==> src/rtl/surf_wb_arbiter.sv <==
// -----------------------------------------------------------------------------
// surf_wb_arbiter
//
// Two-master, one-slave WISHBONE arbiter for the SURF 22-bit register space.
// m0 is the serial (boardman) master, m1 is the TURF-command master. Whole bus
// cycles are granted (cyc framing) with round-robin fairness on ties. Single
// clock domain (regclk).
//
// Handshake: a master owns the bus from the clock after its cyc is seen in
// IDLE until it drops cyc. Within that tenure each access is offered with
// stb=1 and completes in the cycle where ack=1. stb/adr/dat/we are held
// stable until that ack. An ack is only meaningful while the same master
// holds stb=1.
//
// Optional feature: define SURF_WB_ARB_TIMEOUT_EN to build the stall watchdog.
// It forces an ack carrying TIMEOUT_DATA once an access has been stalled for
// TIMEOUT_CYCLES clocks. Without the macro, timeout_o is tied low and a
// stalled slave holds the grant indefinitely.
//
// Ports:
//   wb_clk_i, wb_rst_n_i        clock, asynchronous active-low reset
//   mN_cyc_i/stb_i/we_i         master N bus-cycle request, strobe, write enable
//   mN_adr_i/dat_i              master N address / write data
//   mN_ack_o/dat_o              acknowledge / read data back to master N
//   s_cyc_o/stb_o/we_o          slave-side control from the granted master
//   s_adr_o/dat_o               slave-side address / write data
//   s_ack_i/dat_i               slave acknowledge / read data
//   timeout_o                   one-cycle pulse when the watchdog fires
// -----------------------------------------------------------------------------
module surf_wb_arbiter #(
    parameter int unsigned              ADDR_WIDTH     = 22,
    parameter int unsigned              DATA_WIDTH     = 32,
    parameter int unsigned              TIMEOUT_CYCLES = 1024,
    parameter logic [DATA_WIDTH-1:0]    TIMEOUT_DATA   = 32'hDEADBEEF
) (
    input  logic                    wb_clk_i,
    input  logic                    wb_rst_n_i,

    input  logic                    m0_cyc_i,
    input  logic                    m0_stb_i,
    input  logic                    m0_we_i,
    input  logic [ADDR_WIDTH-1:0]   m0_adr_i,
    input  logic [DATA_WIDTH-1:0]   m0_dat_i,
    output logic                    m0_ack_o,
    output logic [DATA_WIDTH-1:0]   m0_dat_o,

    input  logic                    m1_cyc_i,
    input  logic                    m1_stb_i,
    input  logic                    m1_we_i,
    input  logic [ADDR_WIDTH-1:0]   m1_adr_i,
    input  logic [DATA_WIDTH-1:0]   m1_dat_i,
    output logic                    m1_ack_o,
    output logic [DATA_WIDTH-1:0]   m1_dat_o,

    output logic                    s_cyc_o,
    output logic                    s_stb_o,
    output logic                    s_we_o,
    output logic [ADDR_WIDTH-1:0]   s_adr_o,
    output logic [DATA_WIDTH-1:0]   s_dat_o,
    input  logic                    s_ack_i,
    input  logic [DATA_WIDTH-1:0]   s_dat_i,

    output logic                    timeout_o
);

    // Configuration sanity: the watchdog compare needs at least two states.
    if (TIMEOUT_CYCLES < 2) begin : g_cfg_check
        $error("surf_wb_arbiter: TIMEOUT_CYCLES must be at least 2");
    end

    typedef enum logic [1:0] {
        ST_IDLE = 2'd0,
        ST_GNT0 = 2'd1,
        ST_GNT1 = 2'd2
    } state_t;

    state_t state_q, state_d;
    // Master that most recently received a grant; the other one wins a tie.
    logic   last_q, last_d;
    logic   gnt0, gnt1;
    logic   timeout_fire;

    // ------------------------------------------------------------------
    // Grant FSM
    // ------------------------------------------------------------------
    always_ff @(posedge wb_clk_i or negedge wb_rst_n_i) begin
        if (!wb_rst_n_i) begin
            state_q <= ST_IDLE;
            last_q  <= 1'b1;
        end else begin
            state_q <= state_d;
            last_q  <= last_d;
        end
    end

    always_comb begin
        state_d = state_q;
        last_d  = last_q;
        case (state_q)
            ST_IDLE: begin
                if (m0_cyc_i && m1_cyc_i) begin
                    if (last_q) begin
                        state_d = ST_GNT0;
                        last_d  = 1'b0;
                    end else begin
                        state_d = ST_GNT1;
                        last_d  = 1'b1;
                    end
                end else if (m0_cyc_i) begin
                    state_d = ST_GNT0;
                    last_d  = 1'b0;
                end else if (m1_cyc_i) begin
                    state_d = ST_GNT1;
                    last_d  = 1'b1;
                end
            end
            // Releasing always passes through IDLE, so a waiting master is
            // re-arbitrated there rather than handed the bus directly.
            ST_GNT0: if (!m0_cyc_i) state_d = ST_IDLE;
            ST_GNT1: if (!m1_cyc_i) state_d = ST_IDLE;
            default: state_d = ST_IDLE;
        endcase
    end

    assign gnt0 = (state_q == ST_GNT0);
    assign gnt1 = (state_q == ST_GNT1);

    // ------------------------------------------------------------------
    // Slave-side mux: combinational from the granted master, zero in IDLE
    // ------------------------------------------------------------------
    always_comb begin
        s_cyc_o = 1'b0;
        s_stb_o = 1'b0;
        s_we_o  = 1'b0;
        s_adr_o = '0;
        s_dat_o = '0;
        if (gnt0) begin
            s_cyc_o = m0_cyc_i;
            s_stb_o = m0_stb_i;
            s_we_o  = m0_we_i;
            s_adr_o = m0_adr_i;
            s_dat_o = m0_dat_i;
        end else if (gnt1) begin
            s_cyc_o = m1_cyc_i;
            s_stb_o = m1_stb_i;
            s_we_o  = m1_we_i;
            s_adr_o = m1_adr_i;
            s_dat_o = m1_dat_i;
        end
    end

    // ------------------------------------------------------------------
    // Stall watchdog
    // ------------------------------------------------------------------
`ifdef SURF_WB_ARB_TIMEOUT_EN
    localparam int unsigned CNT_W = $clog2(TIMEOUT_CYCLES);

    logic [CNT_W-1:0] wdog_cnt_q;

    // Counts clocks of the current unacknowledged strobe. A real ack in the
    // terminal cycle wins, so the fire term requires s_ack_i low.
    assign timeout_fire = s_stb_o && !s_ack_i &&
                          (wdog_cnt_q == CNT_W'(TIMEOUT_CYCLES - 1));

    always_ff @(posedge wb_clk_i or negedge wb_rst_n_i) begin
        if (!wb_rst_n_i) begin
            wdog_cnt_q <= '0;
        end else if (!s_stb_o || s_ack_i || timeout_fire) begin
            wdog_cnt_q <= '0;
        end else begin
            wdog_cnt_q <= wdog_cnt_q + 1'b1;
        end
    end
`else
    assign timeout_fire = 1'b0;
`endif

    // ------------------------------------------------------------------
    // Return path. Acks in IDLE (stray) and to the waiting master are
    // dropped by the grant qualifier.
    // ------------------------------------------------------------------
    assign m0_ack_o  = gnt0 && ((s_ack_i && m0_stb_i) || timeout_fire);
    assign m1_ack_o  = gnt1 && ((s_ack_i && m1_stb_i) || timeout_fire);
    assign m0_dat_o  = (gnt0 && timeout_fire) ? TIMEOUT_DATA : s_dat_i;
    assign m1_dat_o  = (gnt1 && timeout_fire) ? TIMEOUT_DATA : s_dat_i;
    assign timeout_o = timeout_fire;

endmodule

==> config.mk <==
export PLATFORM = sky130hd
export DESIGN_NAME = surf_wb_arbiter
export DESIGN_NICKNAME = d
export VERILOG_FILES = /design/src/rtl/surf_wb_arbiter.sv
export SDC_FILE = /design/constraint.sdc
export NUM_CORES = 1
export LEC_CHECK = 0
export CORE_AREA = 2 2 106 108
export CTS_BUF_LIST = sky130_fd_sc_hd__clkbuf_16
export CTS_CLUSTER_DIAMETER = 80
export DETAILED_ROUTE_END_ITERATION = 10
export DIE_AREA = 0 0 108 110
export MAX_ROUTING_LAYER = met4
export PLACE_DENSITY_LB_ADDON = 0.3
export SLEW_MARGIN = 10
export SYNTH_ARGS = -nofsm -noshare
export SYNTH_HDL_FRONTEND = slang
export SYNTH_SLANG_ARGS = --single-unit
==> constraint.sdc <==
create_clock -name wb_clk_i -period 3.6 [get_ports wb_clk_i]
set_input_delay 0.54 -clock wb_clk_i [delete_from_list [all_inputs] [get_ports wb_clk_i]]
set_output_delay 0.54 -clock wb_clk_i [all_outputs]
set_load 0.02 [all_outputs]
### After elaboration in Yosys (flattened, before gate mapping)

Index checks and enable logic that the tools add are counted.

| cells by class | value |
|---|---|
| equal/unequal tests | 5 |
| reductions and logical operators | 9 |
| mux-type cells | 21 |

Operator list:

| operator | number |
|---|---|
| $mux W32 | 2 |
| $mux W22 | 2 |
| $mux W2 | 6 |
| $mux W1 | 10 |
| $pmux W2 S3 | 1 |
| $logic_and A1 B1 Y1 | 5 |
| $ne A2 B2 Y1 const B | 2 |
| $ne A4 B4 Y1 const B | 1 |
| $reduce_and A3 Y1 | 1 |
| $reduce_bool A3 Y1 | 1 |
| $eq A2 B1 Y1 const B | 1 |
| $eq A2 B2 Y1 const B | 1 |
| $logic_not A2 Y1 | 1 |
| $reduce_and A2 Y1 | 1 |

| word-level totals | value |
|---|---|
| output and inout bits | 124 |
| bits of input ports | 149 |
| bits in registers | 3 |

### Logic depth before layout (Yosys ltp)

Gate-level depths: netlist (run 1).

| logic depth | value |
|---|---|
| depth after elaboration | 4 |
| gate-level depth with buffers | 5 |
| depth with buffers taken out | 2 |

### Worst setup path before layout (run 1)

OpenSTA, ideal clock, no wires.

| timing path | value |
|---|---|
| path type | register to output |
| start | register state_q[0] |
| end | output port s_adr_o[10] |
| slack | 1,887 ps |
| path buffers | 3 |
| arrival | 1,173 ps |
| stages on the path, launching flop included | 6 |
| path through | dfrtp_1 buf_2 nor2b_1 buf_4 buf_2 a22o_1 |

| between the ends | value |
|---|---|
| longest elaborated chain between the ends | 3 |

Ends and longest elaborated chain:

| what | RTL line | text |
|---|---|---|
| start: declaration | 77 | `state_t state_q, state_d;` |
| start signal: assignment | 91 | `state_q <= state_d;` |
| $eq A2 B2 Y1 | 126 | `assign gnt1 = (state_q == ST_GNT1);` |
| $mux W22 | 143 | `end else if (gnt1) begin` |
| $mux W22 (*) | 137 | `if (gnt0) begin` |
| end: declaration | 58 | `output logic [ADDR_WIDTH-1:0] s_adr_o,` |

Mark *: on every way between the ends. The rest lies on a longest branch, timed or not.

### Final worst setup path (run 1)

| timing path | value |
|---|---|
| start | register state_q[1] |
| end | output port s_adr_o[12] |

The elaborated chain is that of the path after synthesis.

==> metrics.txt, run 1 <==
Via density=3.78; leakage dissipation=0.00102 uW; Port Buffers=175; Detail Route Antenna Nets=0; Detailed Route Iter0 Violations=30; post-CTS resize count=0; DPL Wire Length=4390 um; Adder-Cell Fraction of Synth Area=0%; first-pass GRT wire length=7310 um; synthesized area=1240 um2; setup violation total in the final timing report=0; crit path capture type=primary output; number of global-route vias before repair=1493; hold crit path type=in -> async; synth-to-layout area growth=119%; final slew viol count=0; Syn Area/Cell=8.10 um2; Die Y=110 um; fin nets=408; Synth cell types=17; Register-to-Register Setup Slack=2.38 ns; clock latency on the worst-skew pair=0.22 ns; CTS tree=yes; #FFs+latches synth=3; clk sinks=3; Min Hold Slack=0.500 ns; critical path peak fanout=27; CP Launch Type=flip-flop; multiplexer share of the synthesized area=0%; status=finished clean; max cap viols=0; CTS root buffer=clkbuf_16; syn_nets=302; Design Area, Final=2720 um2; post-synthesis xor/xnor area fraction=0%; VDD IR max=0.224 mV; total grt overflow=0; Finished Layout Cells=398; CTS Buf Count=3; Rows=38; drt first pass iters=3; full die area=11900 um2; Placed Cells incl. Taps=394; fraction of layout cells with a size suffix above 1=3.88%; RD Place Congestion=0.634; area fraction in compound gates after synthesis=41.7%; postcts setup bufs=0; fill cell count=1155; WL per Instance=13.4 um; Core Area=10700 um2; final hold vios=0; vias=1505; initial antenna violation count=0; CTS Hold Bufs=0; RSZ-0062 raised after global routing=false; main combinational cell family by area after synthesis=buffers and inverters; post-synthesis simple-gate area fraction=5.85%; Setup TNS Final=0 ns; data arrival time of the worst path=2.11 ns; Longest Clk Path Bufs=2; final worst-path cycle share=73.5%; synth warn=0; # diodes=0; data required time at the worst endpoint=3.06 ns; Storage cell area=76.3 um2; sequential area share after synthesis=6.16%; Power Dens Cells=377 nW/um2; crit path kind=reg -> out; maximum clock frequency=378 MHz; Clock transition at path regs=0.03 ns; final worst path period need=2.65 ns; synthesized instance count=153; area of the multi-input gates=608 um2; num ports=273; clock skew=0.00232 ns; # H-tree levels=1; DRT Wirelength=5350 um; Die Width=108 um; Post-route DRC=0; Initial Utilization=11.6%; DP Area=2640 um2; Global Route Usage Sum=7.83%; largest net degree at the start of global routing=29
kinds of logic after synthesis:
group | count (synthesis)
simple gates | 11
buf+inv | 78
flops | 3
other cells | 1
compound gates | 60
layer usage:
| layer | vias up | global-route usage, % | wire [um] |
|---|---|---|---|
| li1 | 710 | - | - |
| met1 | 686 | 8.78 | 2070 |
| met2 | 101 | 13.8 | 2650 |
| met3 | 8 | 2.23 | 605 |
| met4 | 0 | 1.92 | 22 |
| met5 | - | - | 0 |
Yosys cell counts (all sizes together):
cell type	count	area share [%]
and4b	1	0.81
a21oi	1	0.40
nand3b	1	0.61
o21a	1	0.61
a22o	57	40
nor2b	4	2.0
nand2	1	0.30
nor2	1	0.30
nor3b	1	0.61
nand2b	1	0.50
dfrtp	2	4.0
buf	78	46
o21ai	1	0.40
dfstp	1	2.1
conb	1	0.30
or3b	1	0.71
layout by cell type (no fill, tap or decap):
master           count
a21oi_1              1
a22o_1              57
and4b_1              1
buf_4                4
clkbuf_16            3
clkdlybuf4s50_1    175
conb_1               1
dfrtp_1              2
dfstp_2              1
inv_1                1
nand2_1              1
nand2b_1             1
nand3b_1             1
nor2_1               1
nor2b_1              2
nor2b_4              2
nor3b_1              1
o21a_1               1
o21ai_0              1
or3b_1               1
report_power, final:
part | internal, uW | switching (uW) | total [uW]
clock network | 143 | 31.0 | 174
logic | 432 | 353 | 785
registers | 48.0 | 17.9 | 65.9
final cells by class:
cell class              instances  share of cell area [%]
multi-input cells              72                    22.4
clock buffers                   3                    2.76
clock inverters                 1                   0.138
repair buffers                179                    65.5
flip-flops and latches          3                    2.81
well taps                     140                    6.44
final timing paths:
check | startpoint | to | depth (start not counted)
setup / recovery | state_q[1]$_DFFE_PN0P_ | s_adr_o[12] | 4
hold / removal | wb_rst_n_i | state_q[1]$_DFFE_PN0P_ | 1
setup reg to reg | state_q[0]$_DFFE_PN0P_ | last_q$_DFFE_PN1P_ | 2
hold reg to reg | last_q$_DFFE_PN1P_ | state_q[1]$_DFFE_PN0P_ | 1
max in group asynchronous | wb_rst_n_i | last_q$_DFFE_PN1P_ | 1
min in group wb_clk_i | last_q$_DFFE_PN1P_ | state_q[1]$_DFFE_PN0P_ | 1
state kept, by name, summed over array words and instances, names as in the netlist:
name,flops
state_q,2
last_q,1
critical path, cell delays in order, from the launching register on:
cell and delay [ns]:
dfrtp_1 0.51, nor2b_4 0.21, buf_4 0.31, a22o_1 0.22, clkdlybuf4s50_1 0.62
per-stage QoR:
stage	setup WS (ns)	total power (uW)	util, %
after global placement	1.08	858	24.7
final	0.955	1020	25.4
after CTS	0.917	1040	25.4
after floorplan	1.89	553	-
after global routing	0.826	1080	25.4
after detailed placement	1.08	857	24.7
Note: power is estimated with default switching activity, not from simulation.
==> inputs of run 2 (changes only) <==
- clock period: 3.6 -> 2.15 ns (I/O delays scaled with it)
==> run 2 against run 1 <==
  * Clock skew down 0.0019 ns
  * Routed wire length is 2.4% lower
  * Combinational power is 58% higher
  * Sequential cell count is the same
  * First-iteration DRC count rose by 3.3%
  * Critical path depth unchanged
  * Cell count increased by 0.75%
  * Design area is 1.5% higher
  * Global-route usage fell by 0.25 points
  * Critical path type unchanged
  * Largest power group unchanged
==> metrics.txt, run 2 (synthesis gave the netlist of run 1 again) <==
CTS tree=yes (unchanged); CTS root buffer=clkbuf_16 (unchanged); critical path peak fanout=7 (was 27); Power Dens Cells=591 nW/um2 (was 377 nW/um2); DP Area=2710 um2 (was 2640 um2); Via density=3.65 (was 3.78); Rows=38 (unchanged); synth-to-layout area growth=123% (was 119%); maximum clock frequency=489 MHz; Largest register FFs=2 (unchanged); Port Buffers=175 (unchanged); Clock transition at path regs=0.03 ns (about the same); VDD IR max=0.653 mV (was 0.224 mV); full die area=11900 um2 (unchanged); Register-to-Register Setup Slack=0.89 ns (was 2.38 ns); Setup TNS Final=0 ns (unchanged); final worst path period need=2.05 ns; crit path capture type=primary output (unchanged); Biggest register=state_q (unchanged); hold crit path type=in -> async (unchanged); Core Util, Final=25.8% (was 25.4%); Die Y=110 um (unchanged); crit path kind=reg -> out (unchanged); RD Place Congestion=0.661 (was 0.634); biggest regs=state_q: 2 flops, last_q: 1 flops (unchanged); routed wl met2=2610 um (was 2650 um); Die Width=108 um (unchanged); clock skew=0.000425 ns (was 0.00232 ns); DRT Wirelength=5220 um (was 5350 um); CP Launch Type=flip-flop (unchanged); postcts setup bufs=0 (unchanged); top sig layer=met4 (unchanged); clock latency on the worst-skew pair=0.22 ns (about the same); data required time at the worst endpoint=1.83 ns (was 3.06 ns); CTS Hold Bufs=0 (unchanged); leakage dissipation=0.00135 uW (was 0.00102 uW); vias=1465 (was 1505); number of global-route vias before repair=1430 (was 1493); status=finished clean (unchanged); Longest Clk Path Bufs=2 (unchanged); largest net degree at the start of global routing=29 (unchanged); initial antenna violation count=0 (unchanged); pre-CTS setup slack=0.107 ns (was 1.08 ns); fraction of layout cells with a size suffix above 1=4.98% (was 3.88%); final worst-path cycle share=95.2%; total grt overflow=0 (unchanged); data arrival time of the worst path=1.72 ns (was 2.11 ns); num ports=273 (unchanged); first-pass GRT wire length=7040 um (was 7310 um); fin worst setup slack=0.103 ns (was 0.955 ns); Design Area, Final=2760 um2 (was 2720 um2); met1 WL=1930 um (was 2070 um); drt first pass iters=4 (was 3); fin nets=411 (was 408); Core Area=10700 um2 (unchanged); most frequent cells in the layout=clkdlybuf4s50_1 (120), a22o_1 (57), dlygate4sd2_1 (45) (was clkdlybuf4s50_1 (175), a22o_1 (57), buf_4 (4)); # diodes=0 (unchanged); Detailed Route Iter0 Violations=31 (was 30); # H-tree levels=1 (unchanged); WL per Instance=13.0 um (was 13.4 um); routed length on met3=656 um (was 605 um); RSZ-0062 raised after global routing=false (unchanged); final slew viol count=0 (unchanged); final hold vios=0 (unchanged); Detail Route Antenna Nets=0 (unchanged); CTS Buf Count=3 (unchanged); Global Route Usage Sum=7.58% (was 7.83%); clk sinks=3 (unchanged); fill cell count=1168 (was 1155); Initial Utilization=11.6% (unchanged); max cap viols=0 (unchanged); Post-route DRC=0 (unchanged); setup violation total in the final timing report=0 (unchanged); DPL Wire Length=4330 um (was 4390 um); commonest non-fill, non-tap cell in the layout=clkdlybuf4s50_1 (unchanged)
==> run 2: stage by stage <==
stage / power (uW) / hold slack [ns] / cells
floorplan: 926 / 0.0269 / 153
global placement: 1500 / 0.510 / 397
detailed placement: 1490 / 0.523 / 397
CTS: 1670 / 0.290 / 401
global route: 1730 / 0.296 / 401
finish: 1630 / 0.287 / 401
==> run 2: cell type report <==
type	count	area (um2)	share of cell area, %
sequential	3	76.3	2.76
clock inverter	1	3.75	0.136
multi-input combinational	72	608	22.0
clock buffer	3	75.1	2.72
tap	140	175	6.34
timing repair buffer	182	1820	66.0
==> run 2: repair_timing <==
item,CTS,global route
endpoints found under the setup margin,45,10
hold endpoints to repair,0,0
gates resized for setup,45,10
==> run 2: worst paths after layout <==
kind / depth (start not counted) / startpoint / endpoint
worst max-delay path: 4 / state_q[1]$_DFFE_PN0P_ / s_cyc_o
worst min-delay path: 1 / wb_rst_n_i / state_q[0]$_DFFE_PN0P_
worst max register to register: 3 / state_q[0]$_DFFE_PN0P_ / last_q$_DFFE_PN1P_
worst min register to register: 1 / last_q$_DFFE_PN1P_ / state_q[1]$_DFFE_PN0P_
max in group asynchronous: 1 / wb_rst_n_i / last_q$_DFFE_PN1P_
min in group wb_clk_i: 1 / last_q$_DFFE_PN1P_ / state_q[1]$_DFFE_PN0P_
==> run 2: metal layers <==
metal  GRT usage (%)  up-vias
li1                -      719
met1            8.26      635
met2            13.4      103
met3            2.59        8
met4            1.65        0
met5               -        -
==> run 2: power breakdown <==
group | switching (uW) | total [uW] | leakage, uW | internal (uW)
registers | 19.3 | 100 | 0.0000359 | 80.7
logic | 595 | 1240 | 0.00127 | 649
clock network | 49.2 | 289 | 0.0000423 | 240
==> run 2: worst max-delay path, cell delays in order (launching register included) <==
cell and delay, ns:
dfrtp_1 0.41, buf_4 0.18, nor2b_1 0.15, a22o_1 0.16, clkdlybuf4s50_1 0.60
==> inputs of run 3 (changes only) <==
- clock period: 2.15 -> 2.2 ns (I/O delays scaled with it)
==> run 3 against run 2 <==
  * Sequential power hardly changed
  * Register-to-register slack improved by 0.04 ns
  * Highest routed layer unchanged
  * Largest power group unchanged
  * Clock-buffer cell count stayed put
  * Design area rose by 5.5%
  * Cell count shrank 0.25%
  * Routed wire length increased by 5.2%
==> metrics.txt, run 3 (synthesis gave the netlist of run 1 again) <==
Detailed Route Iter0 Violations=58 (was 31); Pint=1020 uW (was 969 uW); logic gate share of total power=77.3% (was 76.2%); status=finished clean (unchanged); Port Buffers=175 (unchanged); DRT Wirelength=5490 um (was 5220 um); Clock transition at path regs=0.03 ns (about the same); CTS Buf Count=3 (unchanged); WL per Instance=13.7 um (was 13.0 um); Longest Clk Path Bufs=2 (unchanged); total grt overflow=0 (unchanged); CP Launch Type=flip-flop (unchanged); Via density=3.70 (was 3.65); pre-CTS setup slack=0.0880 ns (was 0.107 ns); RD Place Congestion=0.680 (was 0.661); Min Hold Slack=0.284 ns (was 0.287 ns); Die Y=110 um (unchanged); clock latency on the worst-skew pair=0.22 ns (about the same); setup violation total in the final timing report=0 (unchanged); share of power burned in registers=5.8% (was 6.1%); VDD IR max=0.359 mV (was 0.653 mV); hold crit path type=in -> async (unchanged); Core Area=10700 um2 (unchanged); CTS tree=yes (unchanged); DPL Wire Length=4510 um (was 4330 um); final hold vios=0 (unchanged); crit path kind=reg -> out (unchanged); postcts setup bufs=0 (unchanged); data required time at the worst endpoint=1.87 ns (was 1.83 ns); Rows=38 (unchanged); number of global-route vias before repair=1485 (was 1430); Sw Ratio=39.3% (was 40.6%); Detail Route Antenna Nets=0 (unchanged); initial antenna violation count=0 (unchanged); vias=1479 (was 1465); Biggest register=state_q (unchanged); Power Dens Cells=577 nW/um2 (was 591 nW/um2); clock skew=0.000373 ns (was 0.000425 ns); fin nets=410 (was 411); Setup TNS Final=0 ns (unchanged); first-pass GRT wire length=7360 um (was 7040 um); data arrival time of the worst path=1.69 ns (was 1.72 ns); CTS root buffer=clkbuf_16 (unchanged); drt first pass iters=4 (unchanged); fin worst setup slack=0.185 ns (was 0.103 ns); max cap viols=0 (unchanged); final worst-path cycle share=91.6%; final slew viol count=0 (unchanged); clk sinks=3 (unchanged); biggest regs=state_q: 2 flops, last_q: 1 flops (unchanged); largest net degree at the start of global routing=29 (unchanged); most frequent cells in the layout=clkdlybuf4s50_1 (119), a22o_1 (57), dlymetal6s2s_1 (53) (was clkdlybuf4s50_1 (120), a22o_1 (57), dlygate4sd2_1 (45)); full die area=11900 um2 (unchanged); Initial Utilization=11.6% (unchanged); maximum clock frequency=496 MHz; critical path peak fanout=7 (unchanged); net load switching power=661 uW (was 663 uW); final worst path period need=2.02 ns; leakage dissipation=0.00184 uW (was 0.00135 uW); commonest non-fill, non-tap cell in the layout=clkdlybuf4s50_1 (unchanged); # diodes=0 (unchanged); Clock Power Share=16.9% (was 17.7%); num ports=273 (unchanged); Die Width=108 um (unchanged); Global Route Usage Sum=8.01% (was 7.58%); crit path capture type=primary output (unchanged); Largest register FFs=2 (unchanged); synth-to-layout area growth=135% (was 123%); Post-route DRC=0 (unchanged); fill cell count=1135 (was 1168); # H-tree levels=1 (unchanged); fraction of layout cells with a size suffix above 1=4.62% (was 4.98%); RSZ-0062 raised after global routing=false (unchanged)
## run 3: worst max-delay path: stages, from the launching register on
cell and delay, ns:
dfrtp_1 0.40, buf_4 0.17, nand2_1 0.07, nor3b_1 0.19, clkdlybuf4s50_1 0.63
## run 3: power groups by stage
stage / logic, uW / clock network (uW) / registers (uW)
final: 1300 / 285 / 97.6
after global routing: 1380 / 295 / 99.4
after CTS: 1360 / 291 / 97.6
after detailed placement: 1370 / 0 / 97.7
after global placement: 1360 / 0 / 96.8
after floorplan: 813 / 0 / 91.7
## run 3: final cells by class
| class | instances | area, um2 | share of cell area, % |
|---|---|---|---|
| Multi-Input combinational cell | 72 | 608 | 20.9 |
| Tap cell | 140 | 175 | 6.01 |
| Clock inverter | 1 | 3.75 | 0.129 |
| Sequential cell | 3 | 76.3 | 2.62 |
| Clock buffer | 3 | 75.1 | 2.58 |
| Timing Repair Buffer | 181 | 1980 | 67.8 |
## run 3: routing by layer
metal / part of all wire (%) / vias up / GRT usage (%)
li1: - / 717 / -
met1: 35 / 645 / 8.61
met3: 13 / 10 / 2.47
met5: 0 / - / -
met4: 0.82 / 0 / 2.20
met2: 51 / 107 / 14.3
## run 3: timing repair
item | 4_1_cts | 5_1_grt
endpoints found under the setup margin | 3 | 53
gates resized for setup | 3 | 53
hold endpoints to repair | 0 | 0
hold buffers | 0 | 0
## run 3: worst paths after layout
path                                        start                endpoint  slack (ns)  depth (start not counted)
min in group wb_clk_i          last_q$_DFFE_PN1P_  state_q[1]$_DFFE_PN0P_        0.53                          1
hold reg to reg                last_q$_DFFE_PN1P_  state_q[1]$_DFFE_PN0P_        0.53                          1
hold / removal                         wb_rst_n_i  state_q[0]$_DFFE_PN0P_        0.28                          1
setup / recovery           state_q[1]$_DFFE_PN0P_                m1_ack_o        0.18                          4
setup reg to reg           state_q[0]$_DFFE_PN0P_      last_q$_DFFE_PN1P_        0.93                          3
max in group asynchronous              wb_rst_n_i      last_q$_DFFE_PN1P_        1.70                          1
## run 3: stage by stage
| step | std cells | instance area [um2] | total power [uW] | utilization [%] |
|---|---|---|---|---|
| after detailed placement | 396 | 2710 | 1460 | 25.3 |
| after global placement | 396 | 2710 | 1460 | 25.3 |
| final | 400 | 2910 | 1680 | 27.2 |
| after CTS | 400 | 2780 | 1750 | 26.0 |
| after global routing | 400 | 2910 | 1770 | 27.2 |
| after floorplan | 153 | 1240 | 905 | - |
==> edit 1 (settings of run 2) <==
Encoding of `state_t`: now one-hot (3 bits for 3 states).
--- a/src/rtl/surf_wb_arbiter.sv
+++ b/src/rtl/surf_wb_arbiter.sv
@@ -68,10 +68,10 @@
         $error("surf_wb_arbiter: TIMEOUT_CYCLES must be at least 2");
     end
 
-    typedef enum logic [1:0] {
-        ST_IDLE = 2'd0,
-        ST_GNT0 = 2'd1,
-        ST_GNT1 = 2'd2
+    typedef enum logic [2:0] {
+        ST_IDLE = 3'b001,
+        ST_GNT0 = 3'b010,
+        ST_GNT1 = 3'b100
     } state_t;
 
     state_t state_q, state_d;
Function: same outputs for any inputs over 10 cycles, from zero or initial values and one cycle with wb_rst_n_i low; not proved beyond that.
==> edit 1 against run 2 <==
  * Global-route usage is 3.5 points higher
  * Via count increased by 33%
  * Design area up 15%
  * Sequential cell count up 1
  * Synthesized area is 36% higher
  * Fmax is 1.3% lower
  * Sequential power grew 80%
  * Critical path depth increased by 2
  * Wire length is 38% higher
  * First-iteration DRC count rose to 3.4 times the old value
  * Non-clock buffer count up 5
  * Total power is 78% higher
  * Setup slack got worse by 0.028 ns
==> edit 1: results (changes against run 2) <==
crit path max-delay cell type -> dfrtp_1 (was clkdlybuf4s50_1)
Worst Hold Class -> in -> async (unchanged)
Seq area share -> 3.23% (was 2.76%)
Non-clk bufs -> 187 (was 182)
top cells by count, synth -> 65 x buf_4, 37 x a22oi_1, 36 x nor2_1 (was 72 x buf_4, 57 x a22o_1, 6 x buf_2)
Synth Flop Type -> dfstp_2 (was dfrtp_1)
buffer count from post-CTS setup fixing -> 1 (was 0)
router iterations before antenna repair -> 4 (unchanged)
number of global-route vias before repair -> 1967 (was 1430)
WL/cell -> 15.2 um (was 13.0 um)
met1 Use GR -> 10.5% (was 8.26%)
Synth area leaders -> buf_4 29%, a22oi_1 16%, a22oi_2 15% (was buf_4 44%, a22o_1 40%, dfrtp_1 4.0%)
LEAKAGE -> 1.28 nW (was 1.35 nW)
comb_multi_in -> 136 (was 72)
Fin Clk Skew -> 0.00414 ns (was 0.000425 ns)
Filler cells -> 1170 (was 1168)
Met3 Wirelength -> 873 um (was 656 um)
crit path DAT -> 1.75 ns (was 1.72 ns)
status -> complete, no violations (unchanged)
wirelength, routed -> 7180 um (was 5220 um)
routing usage on met2 -> 22.6% (was 13.4%)
syn nets -> 375 (was 302)
ClkCell Share -> 2.49% (was 2.85%)
Met2 Wirelength -> 3810 um (was 2610 um)
invs w/o clock -> 2 (was 0)
GP Congestion -> 0.788 (was 0.661)
Yosys cell types -> 29 (was 17)
fraction of area in multi-input gates -> 29.7% (was 22.0%)
TritonCTS Sinks -> 4 (was 3)
NumNets Final -> 483 (was 411)
part of the power in registers -> 6.2%
Starting Density -> 15.8% (was 11.6%)
Detailed Place HPWL -> 5720 um (was 4330 um)
Layout area overhead -> 87.8% (was 123%)
Overall Global Routing Usage -> 11.1% (was 7.58%)
placed cells -> 466 (was 397)
DP Area -> 3120 sq um (was 2710 sq um)
crit path max fanout -> 20 (was 7)
Combinational Power Share -> 83.6% (was 76.2%)
pre-CTS setup slack -> 0.0672 ns (was 0.107 ns)
combinational power -> 0.00243 W (was 0.00124 W)
cts repair resizes -> 82 (was 45)
Max VDD drop -> 0.000326 V (was 0.000653 V)
first-pass GRT wire length -> 10200 um (was 7040 um)
Seq/Total Area, Yosys -> 6.07% (was 6.16%)
iteration-0 DRC count of the detailed router -> 105 (was 31)
edit 1: changes by cell type in the layout (fill, tap and decap cells not counted), moves of 4 or more:
cell / before / now
a22o_1: 57 / 0
a22oi_1: 0 / 37
a22oi_2: 0 / 20
clkbuf_2: 0 / 11
clkdlybuf4s15_2: 0 / 7
clkdlybuf4s50_1: 120 / 116
dlygate4sd2_1: 45 / 39
dlymetal6s2s_1: 10 / 0
nor2_1: 1 / 36
nor2_2: 0 / 20
edit 1: worst paths after layout:
kind | start | to | slack (ns) | cells past startpoint
max reg2reg | state_q[0] | state_q[0] | 0.67 | 4
min in group wb_clk_i | last_q | last_q | 0.54 | 1
min | wb_rst_n_i | state_q[1] | 0.29 | 1
max | state_q[2] | s_dat_o[6] | 0.08 | 6
min reg2reg | last_q | last_q | 0.54 | 1
max in group asynchronous | wb_rst_n_i | last_q | 1.62 | 1
edit 1: cell families after synthesis:
group	synth area share [%]
buf+inv	38.2
simple gates	20.9
other cells	0.222
flops	6.07
xor+xnor	0.519
compound gates	34.1
==> edit 2 (config.mk and constraints of run 2) <==
Made on the original files. Set the parameter `DATA_WIDTH` to 40 (it was 32).
--- a/src/rtl/surf_wb_arbiter.sv
+++ b/src/rtl/surf_wb_arbiter.sv
@@ -29,7 +29,7 @@
 // -----------------------------------------------------------------------------
 module surf_wb_arbiter #(
     parameter int unsigned              ADDR_WIDTH     = 22,
-    parameter int unsigned              DATA_WIDTH     = 32,
+    parameter int unsigned              DATA_WIDTH     = 40,
     parameter int unsigned              TIMEOUT_CYCLES = 1024,
     parameter logic [DATA_WIDTH-1:0]    TIMEOUT_DATA   = 32'hDEADBEEF
 ) (
Interface: changed (6 resized); port bits go from 273 to 321. No check against the original RTL was run, so the function may have changed too.
==> edit 2 against run 2 <==
  * Synthesized cell count increased by 17%
  * Design area grew 11%
  * Synthesized area rose by 16%
  * Total power increased by 9.0%
  * Wire length rose by 34%
  * Clock skew is essentially flat
  * Sequential cell count unchanged
  * Setup slack improved by 0.017 ns
  * Register-to-register slack is essentially flat
  * Critical path type is now in -> out
  * Critical endpoint unchanged
==> edit 2: results (changes against run 2) <==
total negative slack -> 0 ns (unchanged)
layout cells sized above 1 -> 4.44% (was 4.98%)
Fin Clk Skew -> 0.000455 ns (was 0.000425 ns)
Max VDD drop -> 0.000390 V (was 0.000653 V)
number of vias in the routed layout -> 1716 (was 1465)
Synth Area in Adders -> 0% (unchanged)
final setup margin -> 0.120 ns (was 0.103 ns)
top cells by count, synth -> 87 x buf_4, 65 x a22o_1, 9 x buf_2 (was 72 x buf_4, 57 x a22o_1, 6 x buf_2)
final hold slack -> 0.281 ns (was 0.287 ns)
Detailed Place HPWL -> 5850 um (was 4330 um)
Filler cells -> 1162 (was 1168)
number of global-route vias before repair -> 1547 (was 1430)
routing usage on met2 -> 16.4% (was 13.4%)
Syn Area/Cell -> 8.03 sq um (was 8.10 sq um)
Overall Global Routing Usage -> 9.78% (was 7.58%)
Pint -> 0.00104 W (was 0.000969 W)
Synth Area in Compound Gates -> 40.8% (was 41.7%)
largest net degree at the start of global routing -> 44 (was 29)
Met2 Wirelength -> 3500 um (was 2610 um)
LEAKAGE -> 1.56 nW (was 1.35 nW)
pre-CTS setup slack -> 0.127 ns (was 0.107 ns)
first-pass GRT wire length -> 8840 um (was 7040 um)
met1 WL -> 2560 um (was 1930 um)
WL/cell -> 16.1 um (was 13.0 um)
Seq/Total Area, Yosys -> 5.31% (was 6.16%)
status -> complete, no violations (unchanged)
crit path max fanout -> 2 (was 7)
Core Util, Final -> 28.7% (was 25.8%)
Combinational Power Share -> 78.1% (was 76.2%)
Setup crit start -> m0_cyc_i (was state_q[1])
NumNets Final -> 467 (was 411)
Buffers on Ports -> 199 (was 175)
iteration-0 DRC count of the detailed router -> 93 (was 31)
Synth area leaders -> buf_4 45%, a22o_1 40%, dfrtp_1 3.5% (was buf_4 44%, a22o_1 40%, dfrtp_1 4.0%)
met1 Use GR -> 11.3% (was 8.26%)
GR Layer Usage met3 -> 3.82% (was 2.59%)
syn nets -> 352 (was 302)
combinational power -> 0.00139 W (was 0.00124 W)
[edit 2: cell count changes after synthesis]
| cell | delta |
|---|---|
| buf_2 | +3 |
| a22o_1 | +8 |
| buf_4 | +15 |
[edit 2: cell type report]
| cell class | count | area share, % |
|---|---|---|
| clock buffers | 3 | 2.45 |
| clock inverters | 1 | 0.122 |
| multi-input cells | 80 | 22.1 |
| flip-flops and latches | 3 | 2.49 |
| well taps | 140 | 5.71 |
| repair buffers | 206 | 67.1 |
[edit 2: how the worst min path moves through the flow]
| stage | to | from | cells past startpoint |
|---|---|---|---|
| final | state_q[0] | wb_rst_n_i | 1 |
| after global routing | state_q[1] | wb_rst_n_i | 1 |
| after floorplan | state_q[0] | wb_rst_n_i | 0 |
| after detailed placement | state_q[0] | wb_rst_n_i | 1 |
| after CTS | state_q[0] | wb_rst_n_i | 1 |
| after global placement | state_q[0] | wb_rst_n_i | 1 |
[edit 2: repair_timing]
item,4_1_cts,5_1_grt
endpoints found under the setup margin,57,16
gates resized for setup,49,16
hold endpoints to repair,0,0
